==> config.mk <==
export PLATFORM = sky130hd
export DESIGN_NAME = decode_fetch_queue
export DESIGN_NICKNAME = d
export VERILOG_FILES = /design/src/rtl/decode_fetch_queue.sv
export SDC_FILE = /design/constraint.sdc
export NUM_CORES = 1
export LEC_CHECK = 0
export CORE_UTILIZATION = 55
export CTS_CLUSTER_SIZE = 24
export DETAILED_ROUTE_END_ITERATION = 8
export PLACE_DENSITY = 0.78
export SLEW_MARGIN = 40
export SYNTH_ARGS = -nofsm -noshare
export SYNTH_HDL_FRONTEND = slang
export SYNTH_SLANG_ARGS = --single-unit
==> constraint.sdc <==
create_clock -name clock -period 21.9 [get_ports clock]
set_input_delay 2.19 -clock clock [delete_from_list [all_inputs] [get_ports clock]]
set_output_delay 2.19 -clock clock [all_outputs]
set_load 0.05 [all_outputs]
==> src/rtl/decode_fetch_queue.sv <==
// rtl/decode_fetch_queue.sv - two-wide fetch-to-decode instruction queue
// Optional macro DECODE_FETCH_QUEUE_NOP_FILTER_EN drops non ALU/load/store ops and canonical NOPs at enqueue.
module decode_fetch_queue #(
  parameter int DEPTH = 8,
  parameter int PCW   = 32
) (
  input  logic                       clock,
  input  logic                       reset,
  input  logic                       flush,
  input  logic                       fetch_valid_a,
  input  logic                       fetch_valid_b,
  input  logic [31:0]                fetch_inst_a,
  input  logic [31:0]                fetch_inst_b,
  input  logic [PCW-1:0]             fetch_pc_a,
  input  logic [PCW-1:0]             fetch_pc_b,
  output logic                       fetch_ready,
  output logic                       dec_valid_a,
  output logic                       dec_valid_b,
  output logic [31:0]                dec_inst_a,
  output logic [31:0]                dec_inst_b,
  output logic [PCW-1:0]             dec_pc_a,
  output logic [PCW-1:0]             dec_pc_b,
  input  logic [1:0]                 dec_accept,
  output logic [$clog2(DEPTH):0]     occupancy
);
  localparam int AW = $clog2(DEPTH);
  localparam int CW = AW + 1;

  logic [31:0]    inst_mem [DEPTH];
  logic [PCW-1:0] pc_mem   [DEPTH];
  logic [AW-1:0]  head, tail, head_nxt1, tail_nxt1;
  logic [CW-1:0]  count;
  logic           keep_a, keep_b, wr_en;
  logic [1:0]     enq_n, deq_n, acc_n, avail_n;
  logic [31:0]    wr0_inst;
  logic [PCW-1:0] wr0_pc;

`ifdef DECODE_FETCH_QUEUE_NOP_FILTER_EN
  function automatic logic useful(input logic [31:0] inst);
    logic opc_ok;
    opc_ok = (inst[6:0] == 7'b0110011) || (inst[6:0] == 7'b0010011) ||
             (inst[6:0] == 7'b0000011) || (inst[6:0] == 7'b0100011);
    return opc_ok && (inst != 32'h0000_0013);
  endfunction
  assign keep_a = fetch_valid_a & useful(fetch_inst_a);
  assign keep_b = fetch_valid_a & fetch_valid_b & useful(fetch_inst_b);
`else
  assign keep_a = fetch_valid_a;
  assign keep_b = fetch_valid_a & fetch_valid_b;
`endif

  // Readiness looks only at registered count so a same-cycle dequeue cannot open the door.
  assign fetch_ready = (count <= CW'(DEPTH - 2));
  assign wr_en       = fetch_ready & ~flush & ~reset;
  assign head_nxt1   = head + AW'(1);
  assign tail_nxt1   = tail + AW'(1);

  // Survivors are compacted: a lone surviving slot b lands at tail.
  assign wr0_inst = keep_a ? fetch_inst_a : fetch_inst_b;
  assign wr0_pc   = keep_a ? fetch_pc_a   : fetch_pc_b;

  always_comb begin
    enq_n   = 2'd0;
    if (fetch_ready)
      enq_n = {1'b0, keep_a} + {1'b0, keep_b};
    acc_n   = (dec_accept == 2'd3) ? 2'd2 : dec_accept;
    avail_n = (count >= CW'(2)) ? 2'd2 : count[1:0];
    deq_n   = (acc_n < avail_n) ? acc_n : avail_n;
  end

  always_ff @(posedge clock) begin
    if (wr_en && enq_n != 2'd0) begin
      inst_mem[tail] <= wr0_inst;
      pc_mem[tail]   <= wr0_pc;
    end
    if (wr_en && enq_n == 2'd2) begin
      inst_mem[tail_nxt1] <= fetch_inst_b;
      pc_mem[tail_nxt1]   <= fetch_pc_b;
    end
  end

  always_ff @(posedge clock) begin
    if (reset || flush) begin
      head  <= '0;
      tail  <= '0;
      count <= '0;
    end else begin
      head  <= head + AW'(deq_n);
      tail  <= tail + AW'(enq_n);
      count <= count + CW'(enq_n) - CW'(deq_n);
    end
  end

  assign dec_valid_a = (count != '0);
  assign dec_valid_b = (count >= CW'(2));
  assign dec_inst_a  = dec_valid_a ? inst_mem[head]      : '0;
  assign dec_pc_a    = dec_valid_a ? pc_mem[head]        : '0;
  assign dec_inst_b  = dec_valid_b ? inst_mem[head_nxt1] : '0;
  assign dec_pc_b    = dec_valid_b ? pc_mem[head_nxt1]   : '0;
  assign occupancy   = count;
endmodule

==> results.py, run 1 <==
metrics = {
    "run_status": {
        "status": "completed",
    },
    "cts": {
        "insertion_delay_ps": 640,
        "cts_resized": 0,
        "hold_buffers": 0,
        "clock-sinks": 522,
        "clock_path_buffers": 3,
        "cts_setup_buffers": 0,
        "cts_buffers": 56,
        "root_buffer": "clkbuf_16",
        "htree_levels": 2,
        "clk_pin_slew_ps": 60,
        "cts_tree": "done",
    },
    "place": {
        "dp_hpwl_um": 53200,
        "gp_congestion": 0.814,
        "numPortBuffers": 269,
    },
    "floorplan": {
        "die_area_um2": 58000,
        "start_util_pct": 55.6,
        "ios": 270,
        "die_h_um": 241,
        "core-area_um2": 56400,
        "die_w_um": 241,
        "rows": 87,
    },
    "global_routing": {
        "grt_pass1_vias": 23113,
        "grt_util_all_layers_pct": 32.5,
        "antenna_found_initial": 11,
        "grt_overflow": 0,
        "grt_max_degree": 86,
        "grt_pass1_wl_um": 140000,
    },
    "critical_path": {
        "critPathMaxStageDelay_ps": 930,
        "path_class": "reg2out",
        "required_ps": 19710,
        "rr_startpoint": "occupancy[3]",
        "path_cells": "buf_4, or3_4, buf_4, a21oi_1, or4_1, clkdlybuf4s50_1",
        "timing.rr.end": "pc_mem[4][29]",
        "worstPathArrival_ps": 5130,
        "start_kind": "register",
        "cp-end-kind": "output pin",
        "worst-path-buf-inv": 3,
        "r2r_slack_ps": 17930,
        "cpMostUsedCell": "buf_4",
        "slowest_stage": "dfxtp_4",
        "worstRegToRegCells": 8,
        "crit_fanout": 38,
        "path_delay_family": "buffers and inverters",
    },
    "power_and_ir_drop": {
        "power.leakage_nw": 12.7,
        "power.switching_mw": 1.65,
        "p_int_mw": 2.28,
        "vdd_drop_max_uv": 101,
        "powerDensity_nw_per_um2": 107,
        "seq_power_share_pct": 29.5,
        "combPwrFrac_pct": 45.7,
        "pwr-share-clk_pct": 24.8,
        "switching_share_pct": 42.0,
    },
    "yosys": {
        "synthCells": 2475,
        "synth_warnings": 0,
        "synthesis.area_um2": 31400,
        "synthTopCellsByCount": "517 x nand2_1, 512 x edfxtp_1, 496 x mux2_2, 259 x a21oi_1, 128 x mux4_2",
        "synth-seq-area-share_pct": 49.6,
        "ys.flop_type": "edfxtp_1",
        "syn_nets": 2626,
        "synth_area_leaders": "edfxtp_1 49%, mux2_2 18%, mux4_2 9.2%",
        "avgSynthCellArea_um2": 12.7,
        "async_flop_share_pct": 0,
        "ys_types": 40,
        "synth.top_cell.area_share_pct": 49.0,
        "yosysMostFrequentCell": "nand2_1",
        "synth_edf_count": 512,
        "synth_seq_cells": 522,
        "netlist.top_cell.by_area": "edfxtp_1",
    },
    "sta": {
        "finClkSkew_ps": 26.9,
        "fin_crit_sh_pct": 33.4,
        "hold_violations": 0,
        "fin_setup_tns_ps": 0,
        "max-slew-margin-rel_pct": 40.0,
        "report.final.slew_viol_count": 0,
        "tightest_slew_ps": 899,
        "max_freq_mhz": 137,
        "rsz0062_at_grt": "false",
        "setup_violations": 0,
        "timing.final.crit_period_ps": 7320,
    },
    "detailed_routing": {
        "drtPass1Iterations": 6,
        "wl_per_cell_um": 27.4,
        "drt-vias-per-instance": 6.61,
        "drtAntennaViolNets": 0,
        "num_vias": 22934,
        "drt-initial-drc-count": 2581,
        "drc": 0,
        "wl_um": 94900,
    },
    "min_path": {
        "hold_path_class": "reg2reg",
        "hold_path_end": "tail[1]",
        "hp-start": "tail[1]",
        "min_path_cells": 3,
    },
    "layout": {
        "area_growth_pct": 16.7,
        "finalCoreUtilization_pct": 65.0,
        "drive_gt1_share_pct": 30.6,
        "nets": 2809,
    },
    "run": {
        "maxCapViolCount": 0,
    },
}
[worst min-delay path, cell delays in order (launching register included)]
cell     delay, ps
dfxtp_1        340
inv_1          130
fa_1           190
nor2_1          50
[logic make-up after synthesis]
group | Yosys count | synth area share (%)
fa+ha+maj | 16 | 0.734
compound gates | 268 | 4.31
xor+xnor | 7 | 0.219
simple gates | 685 | 9.22
mux | 769 | 32.5
flops | 522 | 49.6
buf+inv | 208 | 3.36
[power by group through the flow]
stage,clock network [mW],logic (mW),registers (mW)
5_1_grt,1.01,1.86,1.16
2_1_floorplan,0,1.15,1.17
3_3_place_gp,0,1.75,1.18
4_1_cts,0.978,1.79,1.16
3_5_place_dp,0,1.78,1.18
6_report,0.974,1.79,1.16
[flip-flops by register name (all words and copies together) (netlist names)]
name       count
head           3
inst_mem     256
occupancy      4
pc_mem       256
tail           3
[worst max-delay path by stage]
stage | from | endpoint | slack [ps] | depth (start not counted)
2_1_floorplan | fetch_valid_a | inst_mem[0][0] | 13430 | 5
3_3_place_gp | head[0] | dec_inst_b[0] | 15310 | 6
3_5_place_dp | head[0] | dec_pc_b[19] | 15160 | 8
4_1_cts | head[0] | dec_pc_b[19] | 14510 | 8
5_1_grt | head[0] | dec_inst_b[0] | 14530 | 6
6_report | head[0] | dec_inst_b[0] | 14580 | 6
[cell usage in the layout (no fill, tap or decap), drive strengths merged]
master	instances
nand3b	2
fa	4
nor3	2
and3b	1
mux4	128
inv	14
edfxtp	512
mux2i	65
ha	12
a21o	1
o31ai	4
and4	1
or4	64
nand2	517
o21ai	4
clkinvlp	1
clkinv	31
buf	51
or2	2
nor2	74
bufinv	8
nand4	4
clkbuf	66
and3	1
or3	1
and2	4
nor2b	3
mux2	576
diode	8
dfxtp	10
xor2	3
nand3	9
xnor2	4
clkdlybuf4s50	268
a21oi	259
[metrics by stage]
stage / instance area, um2 / std cells / hold slack [ps] / power (mW) / setup WS [ps]
after CTS: 36600 / 3461 / 735 / 3.92 / 14510
after global placement: 34600 / 3351 / 692 / 2.93 / 15310
after floorplan: 31400 / 2475 / 619 / 2.32 / 13430
after global routing: 36600 / 3470 / 773 / 4.03 / 14530
final: 36600 / 3470 / 745 / 3.92 / 14580
after detailed placement: 34700 / 3355 / 725 / 2.96 / 15160
[area by class of cell]
type | count | area (um2)
clock buffer | 66 | 1440
fill | 4095 | 19800
inverter | 14 | 52.6
tap | 756 | 946
timing repair buffer | 319 | 3200
antenna | 8 | 20.0
clock inverter | 40 | 419
sequential | 522 | 15600
multi-input combinational | 1745 | 15000
[routing by layer]
layer | wire [um] | share of wire [%] | track usage [%] | vias to the layer above
li1 | - | - | - | 9700
met1 | 34100 | 36 | 40.5 | 11315
met2 | 46400 | 49 | 54.0 | 1591
met3 | 10100 | 11 | 6.66 | 322
met4 | 4370 | 4.6 | 16.3 | 6
met5 | 30 | 0.032 | 0 | -
Note: power is estimated with default switching activity, not from simulation.
==> run 2: changes to the inputs <==
- CORE_UTILIZATION: 55 -> 53
- PLACE_DENSITY: 0.78 -> 0.79
- clock period: 21.9 -> 6.65 ns (I/O delays scaled with it)
==> results.py, run 2 (same netlist as run 1, synthesis figures left out) <==
metrics = {
    "run_status": {
        "status": "completed",
    },
    "power_and_ir_drop": {
        "vdd_drop_max_uv": 340,
        "power.leakage_nw": 12.8,
        "powerDensity_nw_per_um2": 352,
        "power_mw": 12.9,
    },
    "layout": {
        "drive_gt1_share_pct": 30.6,
        "area_growth_pct": 17.1,
        "layout_commonest_cell": "nand2_1",
        "mostFrequentLayoutCells": "517 x nand2_1, 512 x edfxtp_1, 496 x mux2_2",
        "finalCoreUtilization_pct": 63.2,
        "nets": 2814,
    },
    "critical_path": {
        "critPathMaxStageDelay_ps": 760,
        "cp-end-kind": "output pin",
        "worstRegToRegCells": 5,
        "worst-path-buf-inv": 4,
        "crit_cells": 9,
        "path_delay_family": "buffers and inverters",
        "worstPathArrival_ps": 4410,
        "path_cells": "inv_1, ha_1, nor2b_2, inv_1, nand3_4, buf_4, a21oi_1, or4_1, clkdlybuf4s50_1",
        "crit_fanout": 48,
        "required_ps": 5980,
        "path_class": "reg2out",
        "cpMostUsedCell": "inv_1",
        "start_kind": "register",
        "slowest_stage": "buf_4",
    },
    "detailed_routing": {
        "wl_per_cell_um": 27.3,
        "wl_um": 94900,
        "drtAntennaViolNets": 0,
        "drtPass1Iterations": 5,
        "num_vias": 22966,
        "drt-initial-drc-count": 2914,
        "drt-vias-per-instance": 6.60,
        "drc": 0,
    },
    "cts": {
        "cts_tree": "done",
        "clk_pin_slew_ps": 60,
        "clock-sinks": 522,
        "cts_buffers": 56,
        "hold_buffers": 0,
        "clock_path_buffers": 3,
        "htree_levels": 2,
        "cts_resized": 0,
        "insertion_delay_ps": 630,
        "root_buffer": "clkbuf_16",
        "cts_setup_buffers": 0,
    },
    "sta": {
        "timing.final.crit_period_ps": 5080,
        "max-slew-margin-rel_pct": 39.2,
        "rsz0062_at_grt": "false",
        "hold_violations": 0,
        "max_freq_mhz": 197,
        "fin_crit_sh_pct": 76.4,
        "report.final.slew_viol_count": 0,
        "setup_slack_ps": 1570,
        "setup_violations": 0,
        "tightest_slew_ps": 912,
        "finClkSkew_ps": 21.6,
    },
    "floorplan": {
        "rows": 88,
        "die_area_um2": 60200,
        "start_util_pct": 54.0,
        "ios": 270,
        "core-area_um2": 58100,
        "die_w_um": 245,
        "die_h_um": 245,
    },
    "run": {
        "maxCapViolCount": 0,
    },
    "global_routing": {
        "grt_max_degree": 161,
        "antenna_found_initial": 6,
        "grt_overflow": 0,
        "grt_pass1_vias": 23387,
        "grt_util_all_layers_pct": 31.2,
        "grt_pass1_wl_um": 141000,
    },
    "place": {
        "dp_hpwl_um": 53400,
        "place_ws_ps": 2240,
        "numPortBuffers": 269,
        "gp_congestion": 0.844,
    },
    "min_path": {
        "min_path_cells": 3,
        "hold_path_class": "reg2reg",
    },
}
[run 2: changes by cell type in the layout (fill, tap and decap cells not counted), sizes merged]
cell      before  now
diode          8    6
clkinvlp       1    2
inv           14   16
clkinv        31   23
buf           51   56
clkbuf        66   70
bufinv         8    6
[run 2: layer usage]
layer / part of all wire (%) / track usage, % / vias to the layer above
li1: - / - / 9709
met1: 36 / 39.6 / 11331
met2: 48 / 50.6 / 1603
met3: 11 / 6.32 / 321
met4: 4.7 / 15.8 / 2
met5: 0.014 / 0 / -
[run 2: worst min-delay path, stage by stage, from the launching register on]
cell and delay (ps):
dfxtp_1 350, inv_1 140, fa_1 180, nor2_1 40
[run 2: final timing paths]
path	slack (ps)	from	to
setup / recovery	1570	occupancy[3]	dec_inst_b[1]
hold / removal	750	tail[1]	tail[1]
setup reg to reg	3080	tail[0]	inst_mem[5][24]
hold reg to reg	750	tail[1]	tail[1]
[run 2: area by class of cell]
cell class              count  area, um2
multi-input cells        1745      15000
well taps                 765        957
clock buffers              70       1480
fillers                  4244      21400
repair buffers            324       3380
clock inverters            33        310
flip-flops and latches    522      15600
diodes                      6       15.0
inverters                  14       52.6
[run 2: power breakdown]
part | leakage [nW] | switching, mW | internal (mW)
logic | 7.21 | 4.03 | 2.00
clock network | 0.869 | 1.32 | 1.80
registers | 4.70 | 0.0810 | 3.71
[run 2: metrics by stage]
| stage | instance area (um2) | hold WS (ps) | std cells | TNS, ps |
|---|---|---|---|---|
| 2_1_floorplan | 31400 | 619 | 2475 | -172510 |
| 3_3_place_gp | 34700 | 695 | 3358 | 0 |
| 3_5_place_dp | 34900 | 716 | 3369 | 0 |
| 4_1_cts | 36700 | 736 | 3472 | 0 |
| 5_1_grt | 36700 | 799 | 3477 | 0 |
| 6_report | 36700 | 753 | 3479 | 0 |
